## config.mk

```make
export PLATFORM = sky130hd
export DESIGN_NAME = mem_bus_arbiter
export DESIGN_NICKNAME = d
export VERILOG_FILES = /design/src/rtl/mem_bus_arbiter.sv
export SDC_FILE = /design/constraint.sdc
export NUM_CORES = 1
export LEC_CHECK = 0
export BUFFER_PORTS_ARGS = -buffer_cell sky130_fd_sc_hd__buf_2
export CAP_MARGIN = 25
export CORE_AREA = 2 2 117 119
export CTS_BUF_LIST = sky130_fd_sc_hd__clkbuf_2
export CTS_CLUSTER_DIAMETER = 80
export CTS_CLUSTER_SIZE = 24
export DETAILED_ROUTE_END_ITERATION = 6
export DIE_AREA = 0 0 119 121
export PLACE_DENSITY_LB_ADDON = 0.05
export RECOVER_POWER = 25
export SYNTH_ARGS = -nofsm -noshare
export SYNTH_HDL_FRONTEND = slang
export SYNTH_SLANG_ARGS = --single-unit
```

## constraint.sdc

```tcl
create_clock -name clock -period 2.2 [get_ports clock]
set_clock_uncertainty 0.1 [all_clocks]
set_input_delay 0.44 -clock clock [delete_from_list [all_inputs] [get_ports clock]]
set_output_delay 0.44 -clock clock [all_outputs]
set_load 0.02 [all_outputs]
```

## src/rtl/mem_bus_arbiter.sv

```systemverilog
// rtl/mem_bus_arbiter.sv - CPU/DMA arbiter for a single memory bus port; optional starve guard via MEM_ARB_STARVE_GUARD_EN
module mem_bus_arbiter (
  input  logic        clock,
  input  logic        reset,
  input  logic        cpu_req,
  input  logic        cpu_write,
  input  logic [31:0] cpu_addr,
  input  logic [31:0] cpu_wdata,
  input  logic [1:0]  cpu_size,
  output logic [31:0] cpu_rdata,
  output logic        cpu_pause,
  input  logic        dma_req,
  input  logic        dma_write,
  input  logic [31:0] dma_addr,
  input  logic [31:0] dma_wdata,
  input  logic [1:0]  dma_size,
  output logic [31:0] dma_rdata,
  output logic        dma_pause,
  output logic [31:0] mem_addr,
  output logic [31:0] mem_wdata,
  output logic [1:0]  mem_size,
  output logic        mem_write,
  input  logic [31:0] mem_rdata,
  input  logic        mem_pause,
  output logic        owner
);

  typedef enum logic [1:0] {
    CPU_OWN = 2'd0,
    DMA_OWN = 2'd1,
    WR_HOLD = 2'd2
  } state_t;

  state_t state_q, state_d;
  logic   hold_owner_q, hold_owner_d;
  logic   rd_owner_q;
  logic   owner_cur;
  logic   owner_write;
  logic   in_hold;
  logic   write_now;
  logic   owner_pause;
  logic   starve_force;

`ifdef MEM_ARB_STARVE_GUARD_EN
  logic [3:0] starve_cnt_q, starve_cnt_d;

  // Count consecutive DMA_OWN cycles, saturating at 15; any other state clears it.
  always_comb begin
    starve_cnt_d = 4'd0;
    if (state_q == DMA_OWN) begin
      starve_cnt_d = (starve_cnt_q == 4'd15) ? starve_cnt_q : starve_cnt_q + 4'd1;
    end
  end

  // Starve counter register.
  always_ff @(posedge clock or posedge reset) begin
    if (reset) begin
      starve_cnt_q <= 4'd0;
    end else begin
      starve_cnt_q <= starve_cnt_d;
    end
  end

  assign starve_force = (starve_cnt_q == 4'd15) && cpu_req;
`else
  assign starve_force = 1'b0;
`endif

  // Resolve who owns the bus this cycle and whether that owner is writing.
  always_comb begin
    in_hold     = (state_q == WR_HOLD);
    owner_cur   = in_hold ? hold_owner_q : (state_q == DMA_OWN);
    owner_write = owner_cur ? (dma_write & dma_req) : (cpu_write & cpu_req);
    write_now   = ~in_hold & owner_write;
    owner_pause = mem_pause | in_hold;
  end

  // Bus muxing, pause and read-data steering; reset forces the quiet values.
  always_comb begin
    owner     = owner_cur & ~reset;
    mem_addr  = owner_cur ? dma_addr  : cpu_addr;
    mem_wdata = owner_cur ? dma_wdata : cpu_wdata;
    mem_size  = owner_cur ? dma_size  : cpu_size;
    mem_write = write_now & ~reset;
    cpu_pause = 1'b0;
    dma_pause = dma_req;
    if (!reset) begin
      cpu_pause = owner_cur ? cpu_req : owner_pause;
      dma_pause = owner_cur ? owner_pause : dma_req;
    end
    cpu_rdata = (!reset && !rd_owner_q) ? mem_rdata : 32'h0;
    dma_rdata = (!reset &&  rd_owner_q) ? mem_rdata : 32'h0;
  end

  // Next-state: a write always enters WR_HOLD first; switches are judged only outside the hold.
  always_comb begin
    state_d      = state_q;
    hold_owner_d = hold_owner_q;
    case (state_q)
      CPU_OWN: begin
        if (write_now) begin
          state_d      = WR_HOLD;
          hold_owner_d = 1'b0;
        end else if (dma_req) begin
          state_d = DMA_OWN;
        end
      end
      DMA_OWN: begin
        if (write_now) begin
          state_d      = WR_HOLD;
          hold_owner_d = 1'b1;
        end else if (!dma_req || starve_force) begin
          state_d = CPU_OWN;
        end
      end
      WR_HOLD: begin
        if (!mem_pause) begin
          state_d = hold_owner_q ? DMA_OWN : CPU_OWN;
        end
      end
      default: begin
        state_d      = CPU_OWN;
        hold_owner_d = 1'b0;
      end
    endcase
  end

  // State, hold owner and read-return owner registers.
  always_ff @(posedge clock or posedge reset) begin
    if (reset) begin
      state_q      <= CPU_OWN;
      hold_owner_q <= 1'b0;
      rd_owner_q   <= 1'b0;
    end else begin
      state_q      <= state_d;
      hold_owner_q <= hold_owner_d;
      rd_owner_q   <= owner_cur;
    end
  end

endmodule

```

==> key figures, run 1 <==
STA
  • RSZ-0062 raised after global routing: true
  • Setup TNS: -3.526 ns
  • Final period util: 104.1%
  • Fin crit period: 2.290 ns
  • Final setup margin: -0.09004 ns
  • Worst-margin pin slew: 0.3093 ns
  • Fin. max-slew vios: 0
  • Final Hold Fails: 0
  • Hold slack: 0.1590 ns
  • Final setup fails: 66
  • Fmax: 436.7 MHz
  • Slew headroom: 79.38%

Finish
  • Layout cell share with drive strength beyond 1: 80.33%
  • Post-route cell area: 3633 sq um
  • Synth-to-Final Area Change: 123.9%
  • FILL cells: 1432
  • Util after Layout: 27.77%
  • Nets: 656
  • Antenna Cells: 0
  • Non-filler instance count after layout: 659

Worst setup path
  • Critical Path End Type: primary output
  • Crit Path Class: reg2out
  • Critical path arrival: 1.75 ns
  • Setup crit start kind: flip-flop
  • Worst Path Max Fanout: 11
  • R2R depth: 5
  • Worst path required time: 1.66 ns

Floorplan
  • Chip Width: 119 um
  • Core ar.: 13090 sq um
  • Starting Density: 12.40%
  • Die Y: 121 um
  • Row cnt: 42
  • Io pins: 305
  • Die area: 14400 sq um

Power and ir drop
  • Final total power: 2.602 mW
  • Worst IR drop on VDD: 0.2308 mV
  • Pleak: 2.094 nW
  • Power Density: 716.2 nW/um^2

GRT
  • Global-route wire length before repair: 11540 um
  • Largest net degree at the start of global routing: 33
  • Overflow after GRT: 0
  • Initial antenna violation count: 0
  • GRT Total Usage: 9.950%
  • Vias in the first global route: 2276

Clocking
  • Clk buf depth: 2
  • Clock root buffer: clkbuf_2
  • TritonCTS buffer count: 3
  • Hold-fix buffer count after cts: 0
  • Clock transition at path regs: 0.05 ns
  • CTS sink cnt: 4
  • H-tree depth: 1
  • Worst-skew pair later-pin latency: 0.21 ns
  • CTS tree: yes

Place
  • Routability cong.: 0.7231
  • Detail Placement HPWL: 7252 um
  • Placed inst area: 3347 sq um
  • Placed insts: 651
  • Number of port buffers: 304
  • Place WS: 0.1335 ns

Detailed routing
  • WL per Instance: 12.95 um
  • Via-to-Cell Ratio: 3.765
  • Starting DRC count in detailed routing: 54
  • Drt pass-1 iters: 2
  • Antenna Nets Post-Route: 0
  • Post-Route WL: 8531 um
  • Drt drc: 0
  • Vias: 2481

Logic synthesis
  • Netlist Area Pre-Place: 1623 sq um
  • Syn_area_per_cell: 9.117 sq um
  • Synth cell types: 28
  • Seq/Total Area, Yosys: 6.168%
  • Synthesized net count: 349
  • Cell count after synthesis: 178
  • Seq cells post-synth: 4
  • Yosys warning count: 0

Worst hold path
  • Worst hold-check path type: in2async

Run status
  • Violated checks: setup timing
  • Outcome: complete, but fails checks

Job
  • Max-cap violation count: 0
-- where the power goes --
group / switching [mW] / internal (mW) / total [mW]
Clock: 0.0293 / 0.0367 / 0.0660
Combinational: 1.21 / 1.20 / 2.41
Sequential: 0.0232 / 0.0983 / 0.122
Total: 1.26 / 1.34 / 2.60
-- kinds of logic after synthesis --
group | Yosys count | share of synthesized area [%]
mux | 66 | 50.42
buf+inv | 18 | 7.788
simple gates | 78 | 30.07
compound gates | 12 | 5.551
flops | 4 | 6.168
-- repair_timing --
action,CTS,global route
setup buffers,0,2
gates resized for setup,15,43
gates cloned,0,3
hold endpoints to repair,0,0
pin swaps,0,2
setup endpoints to repair,66,66
-- final timing paths --
path,startpoint,end,slack [ns]
worst max register to register,state_q[1],rd_owner_q,0.87
worst min register to register,hold_owner_q,hold_owner_q,0.48
worst max-delay path,state_q[0],mem_wdata[14],-0.09
max in group asynchronous,reset,state_q[1],1.62
min in group clock,mem_pause,state_q[0],0.43
worst min-delay path,reset,rd_owner_q,0.16
-- per-layer routing --
metal  vias to the layer above  part of all wire, %  GRT usage, %
met5                         -                    0             0
met2                       156                   59         21.80
met3                         2                   11         3.430
li1                       1222                    -             -
met1                      1101                   30         8.656
met4                         0                0.047         1.116
-- state kept, by name, indices dropped and copies added (netlist names) --
register / cells
rd_owner_q: 1
state_q: 2
hold_owner_q: 1
-- final cells by class --
type | instances | area, sq um | area share [%]
clock buffers | 3 | 15.01 | 0.4132
inverters | 3 | 11.26 | 0.3099
multi-input cells | 156 | 1441 | 39.67
flip-flops and latches | 4 | 101.3 | 2.789
well taps | 176 | 220.2 | 6.061
repair buffers | 317 | 1844 | 50.76
-- layout by cell type (no fill, tap or decap), types with 2 or more instances in the layout --
cell type	count
clkbuf_16	2
a211oi_1	2
mux2_2	34
buf_12	4
nand3b_1	2
buf_2	278
o21ai_0	3
buf_4	11
nand2b_1	2
buf_6	21
and2_1	65
clkbuf_2	3
dfrtp_1	3
nor2b_1	2
mux2_4	32
inv_1	2
nor2_1	2
-- cell usage after synthesis, drive strengths merged --
| master | count | area (sq um) |
|---|---|---|
| o21ai | 4 | 31.28 |
| nor2 | 2 | 7.510 |
| a21oi | 1 | 5.000 |
| and4 | 1 | 8.760 |
| a221oi | 1 | 8.760 |
| nor3b | 1 | 7.510 |
| dfrtp | 4 | 100.1 |
| o311ai | 1 | 8.760 |
| nand2b | 2 | 12.51 |
| buf | 8 | 88.84 |
| inv | 3 | 11.26 |
| nand3 | 1 | 5.000 |
| o22ai | 1 | 6.260 |
| a21o | 1 | 7.510 |
| nand4b | 1 | 8.760 |
| nand3b | 2 | 15.01 |
| a211oi | 2 | 15.01 |
| nand2 | 1 | 3.750 |
| o21a | 1 | 7.510 |
| clkbuf | 7 | 26.28 |
| nor2b | 2 | 12.51 |
| mux2 | 66 | 818.3 |
| and2 | 65 | 406.6 |
-- critical path, cell delays in order (launching register included) --
cell and delay, ns:
dfrtp_1 0.39, nand3b_1 0.23, o21ai_4 0.10, buf_12 0.16, buf_6 0.19, mux2_4 0.32
buf_2 0.16
Power figures use the tool's default switching activity.
==> run 2, diff against run 1 <==
==> constraint.sdc (replaced) <==
create_clock -name clock -period 2.5 [get_ports clock]
set_clock_uncertainty 0.1 [all_clocks]
set_input_delay 0.5 -clock clock [delete_from_list [all_inputs] [get_ports clock]]
set_output_delay 0.5 -clock clock [all_outputs]
set_load 0.02 [all_outputs]
==> key figures, run 2 (same netlist as run 1, synthesis figures left out) <==
Power and ir drop
  • Pleak: 1.856 nW
  • P_sw: 1.046 mW
  • Worst IR drop on VDD: 0.2580 mV
  • Internal Power: 0.9407 mW
  • Sw frac: 52.64%
  • Clock power share: 2.9%
  • Sequential power share: 5.3%
  • Final total power: 1.986 mW
  • Power Density: 599.3 nW/um^2
  • Combinational Power Share: 91.8%

STA
  • Final period util: 94.30%
  • Final Hold Fails: 0
  • Setup TNS: 0 ns
  • Final setup fails: 0
  • RSZ-0062 raised after global routing: false
  • Fmax: 424.2 MHz
  • Slew headroom: 67.73%
  • Fin. max-slew vios: 0
  • Worst-margin pin slew: 0.4840 ns
  • Fin crit period: 2.358 ns

Floorplan
  • Core ar.: 13090 sq um
  • Starting Density: 12.40%
  • Io pins: 305
  • Chip Width: 119 um
  • Die Y: 121 um
  • Die area: 14400 sq um
  • Row cnt: 42

Finish
  • Most frequent cells in the layout: 281 x buf_2, 61 x and2_1, 46 x mux2_2, 24 x clkbuf_1, 20 x mux2_4
  • Reg with most FFs: state_q
  • Nets: 651
  • Antenna Cells: 0
  • Synth-to-Final Area Change: 104.2%
  • Layout cell share with drive strength beyond 1: 75.10%
  • Non-filler instance count after layout: 654
  • Top Registers: state_q (2), hold_owner_q (1), rd_owner_q (1)
  • Max FFs per register: 2
  • Post-route cell area: 3314 sq um
  • Commonest non-fill, non-tap cell in the layout: buf_2

Worst setup path
  • Critical Path End Type: primary output
  • Slowest cell on crit path: dfrtp_1
  • R2R depth: 4
  • Reg2Reg Setup Slack: 1.15 ns
  • Reg2reg start: state_q[0]
  • Critical path arrival: 1.76 ns
  • Worst Path Max Fanout: 33
  • Crit-path max cell delay: 0.39 ns
  • Setup crit start kind: flip-flop
  • Worst path required time: 1.90 ns
  • Cell Chain, Critical Path: nand3b_1 -> o21ai_4 -> buf_12 -> mux2_2 -> buf_2
  • Crit Path Class: reg2out
  • Reg2reg end: hold_owner_q

Detailed routing
  • Via-to-Cell Ratio: 3.771
  • Drt pass-1 iters: 4
  • Starting DRC count in detailed routing: 50
  • WL per Instance: 12.39 um
  • Met2 wire len: 4832 um
  • Post-Route WL: 8101 um
  • Antenna Nets Post-Route: 0
  • Vias: 2466
  • M1 WL: 2392 um
  • Drt drc: 0
  • Top layer in use: met4
  • Met3 routed WL: 863 um

Clocking
  • Post-CTS Resized: 0
  • H-tree depth: 1
  • Post-CTS setup buffer count: 0
  • TritonCTS buffer count: 3
  • Clock root buffer: clkbuf_2
  • Clock transition at path regs: 0.04 ns
  • Hold-fix buffer count after cts: 0
  • Worst-skew pair later-pin latency: 0.21 ns
  • CTS tree: yes
  • Clk buf depth: 2
  • CTS sink cnt: 4

GRT
  • Initial antenna violation count: 0
  • Global-route wire length before repair: 11610 um
  • Vias in the first global route: 2297
  • GRT Total Usage: 10.02%
  • Largest net degree at the start of global routing: 34
  • Overflow after GRT: 0

Run status
  • Outcome: completed

Place
  • Placed insts: 651
  • Routability cong.: 0.7317
  • Placed inst area: 3334 sq um
  • Detail Placement HPWL: 7238 um
  • Number of port buffers: 304

Job
  • Max-cap violation count: 0

Worst hold path
  • Worst hold-check path type: in2async
run 2: per-stage QoR:
step / util, % / setup slack, ns / hold WS, ns
global route: 25.33 / 0.04069 / 0.2548
finish: 25.33 / 0.1425 / 0.2288
global placement: 25.48 / 0.3567 / 0.3983
CTS: 25.60 / 0.09782 / 0.1627
detailed placement: 25.48 / 0.3530 / 0.4023
floorplan: - / 0.3363 / 0.1796
run 2: worst max path at each step:
stage / from / endpoint / slack [ns] / cells past startpoint
3_3_place_gp: state_q[0] / mem_wdata[3] / 0.36 / 5
3_5_place_dp: state_q[0] / mem_wdata[3] / 0.35 / 5
4_1_cts: state_q[0] / mem_wdata[3] / 0.1 / 5
6_report: state_q[0] / mem_wdata[3] / 0.14 / 5
5_1_grt: state_q[0] / mem_wdata[3] / 0.04 / 5
2_1_floorplan: state_q[1] / dma_pause / 0.34 / 3
run 2: per-layer routing:
layer,vias to the layer above,track usage [%]
met5,-,0
met4,0,1.339
met3,2,2.914
met2,158,22.16
met1,1090,8.803
li1,1216,-
run 2: cell type report:
class | count | area, sq um
inverter | 3 | 11.26
timing repair buffer | 312 | 1572
multi-input combinational | 156 | 1396
clock buffer | 3 | 15.01
fill | 1516 | 9771
sequential | 4 | 100.1
tap | 176 | 220.2
run 2: power groups by stage:
stage / clock (mW) / sequential [mW] / combinational [mW]
after CTS: 0.0647 / 0.104 / 1.87
after floorplan: 0 / 0.0990 / 1.31
after global routing: 0.0665 / 0.109 / 1.96
after global placement: 0 / 0.107 / 1.88
final: 0.0582 / 0.104 / 1.82
after detailed placement: 0 / 0.105 / 1.87
run 2: worst max-delay path: cells and delay by family, from the launching register on:
family                 cells  cell delay (ns)
buffers and inverters      2             0.41
flip-flops                 1             0.39
AND/OR/NAND/NOR            1             0.22
AO/OA/AOI/OAI              1             0.14
multiplexers               1             0.38
==> run 3, diff against run 2 <==
--- a/config.mk
+++ b/config.mk
@@ -7,12 +7,12 @@
 export LEC_CHECK = 0
 export BUFFER_PORTS_ARGS = -buffer_cell sky130_fd_sc_hd__buf_2
 export CAP_MARGIN = 25
-export CORE_AREA = 2 2 117 119
+export CORE_AREA = 2 2 120 122
 export CTS_BUF_LIST = sky130_fd_sc_hd__clkbuf_2
 export CTS_CLUSTER_DIAMETER = 80
 export CTS_CLUSTER_SIZE = 24
 export DETAILED_ROUTE_END_ITERATION = 6
-export DIE_AREA = 0 0 119 121
+export DIE_AREA = 0 0 122 124
 export PLACE_DENSITY_LB_ADDON = 0.05
 export RECOVER_POWER = 25
 export SYNTH_ARGS = -nofsm -noshare
==> constraint.sdc (replaced) <==
create_clock -name clock -period 2.75 [get_ports clock]
set_clock_uncertainty 0.1 [all_clocks]
set_input_delay 0.55 -clock clock [delete_from_list [all_inputs] [get_ports clock]]
set_output_delay 0.55 -clock clock [all_outputs]
set_load 0.02 [all_outputs]
==> key figures, run 3 (same netlist as run 1, synthesis figures left out) <==
Floorplan
  • Die area: 15130 sq um
  • Core ar.: 13720 sq um
  • Io pins: 305
  • Starting Density: 11.83%
  • Row cnt: 43
  • Die Y: 124 um
  • Chip Width: 122 um

STA
  • Slew headroom: 66.85%
  • Worst-margin pin slew: 0.4973 ns
  • Final Hold Fails: 0
  • Fin crit period: 2.527 ns
  • RSZ-0062 raised after global routing: false
  • Final period util: 91.90%
  • Final setup fails: 0
  • Setup TNS: 0 ns
  • Fmax: 395.7 MHz
  • Fin. max-slew vios: 0

Detailed routing
  • Drt pass-1 iters: 3
  • Antenna Nets Post-Route: 0
  • Drt drc: 0
  • Post-Route WL: 7660 um
  • WL per Instance: 11.71 um
  • Vias: 2412
  • Via-to-Cell Ratio: 3.688
  • Starting DRC count in detailed routing: 45

GRT
  • Vias in the first global route: 2108
  • Initial antenna violation count: 0
  • GRT Total Usage: 8.509%
  • Overflow after GRT: 0
  • Largest net degree at the start of global routing: 36
  • Global-route wire length before repair: 10250 um

Place
  • Number of port buffers: 304
  • Detail Placement HPWL: 6810 um
  • Routability cong.: 0.7103

Worst setup path
  • Worst Path Max Fanout: 35
  • Reg2Reg Setup Slack: 1.44 ns
  • Crit Path Class: reg2out
  • Reg2reg start: state_q[1]
  • Critical path arrival: 1.88 ns
  • Setup crit start kind: flip-flop
  • Reg2reg end: rd_owner_q
  • Worst path required time: 2.10 ns
  • R2R depth: 3
  • Critical Path End Type: primary output

Power and ir drop
  • Power Density: 537.5 nW/um^2
  • Worst IR drop on VDD: 0.1674 mV
  • Final total power: 1.769 mW
  • Pleak: 1.847 nW

Finish
  • Reg with most FFs: state_q
  • Antenna Cells: 0
  • Top Registers: state_q (2), hold_owner_q (1), rd_owner_q (1)
  • Synth-to-Final Area Change: 102.9%
  • Layout cell share with drive strength beyond 1: 74.89%
  • Nets: 647
  • Most frequent cells in the layout: 280 x buf_2, 62 x and2_1, 46 x mux2_2, 24 x clkbuf_1, 20 x mux2_4
  • Max FFs per register: 2
  • Commonest non-fill, non-tap cell in the layout: buf_2

Worst hold path
  • Worst hold-check path type: in2async

Clocking
  • Post-CTS setup buffer count: 0
  • Clk buf depth: 2
  • Hold-fix buffer count after cts: 0
  • TritonCTS buffer count: 3
  • Post-CTS Resized: 0
  • CTS tree: yes
  • Clock root buffer: clkbuf_2
  • Clock transition at path regs: 0.05 ns
  • CTS sink cnt: 4
  • Worst-skew pair later-pin latency: 0.20 ns
  • H-tree depth: 1

Job
  • Max-cap violation count: 0

Run status
  • Outcome: completed
==> run 3: worst max-delay path, cell delays in order, from the launching register on <==
cell,delay (ns)
dfrtp_1,0.55
nand3b_1,0.19
o21ai_4,0.13
buf_12,0.26
mux2_2,0.36
buf_2,0.16
==> run 3: cell type report <==
type	count	area [sq um]
Clock buffer	3	15.01
Fill cell	1570	10430
Inverter	3	11.26
Multi-Input combinational cell	156	1396
Sequential cell	4	100.1
Tap cell	180	225.2
Timing Repair Buffer	308	1544
==> run 3: per-layer routing <==
layer,routed length [um],vias to the layer above,global-route usage [%]
met5,0,-,0
met4,21,0,1.293
met3,855,2,1.694
met2,4569,162,19.20
met1,2215,1040,7.616
li1,-,1208,-
==> run 3: stage by stage <==
step                      instances  hold slack (ns)  utilization [%]  setup WS (ns)  cell area (sq um)
after floorplan                 178           0.2296                -         0.5363               1623
after global placement          651           0.4314            24.12         0.4126               3309
after detailed placement        651           0.4332            24.12         0.4237               3309
after CTS                       654           0.2002            24.23         0.1921               3324
after global routing            654           0.3023            23.99        0.07843               3292
final                           654           0.2494            23.99         0.2228               3292
==> run 3: where the power goes <==
group	total (mW)	internal, mW	switching (mW)
registers	0.107	0.0776	0.0297
logic	1.61	0.727	0.883
clock network	0.0522	0.0293	0.0228
==> run 3: worst max path at each step <==
stage | startpoint | to | cells after the start
2_1_floorplan | state_q[1] | dma_pause | 3
3_3_place_gp | state_q[1] | mem_addr[15] | 5
3_5_place_dp | state_q[1] | mem_addr[30] | 5
4_1_cts | state_q[1] | mem_addr[1] | 5
5_1_grt | state_q[0] | mem_addr[2] | 5
6_report | state_q[1] | mem_addr[1] | 5
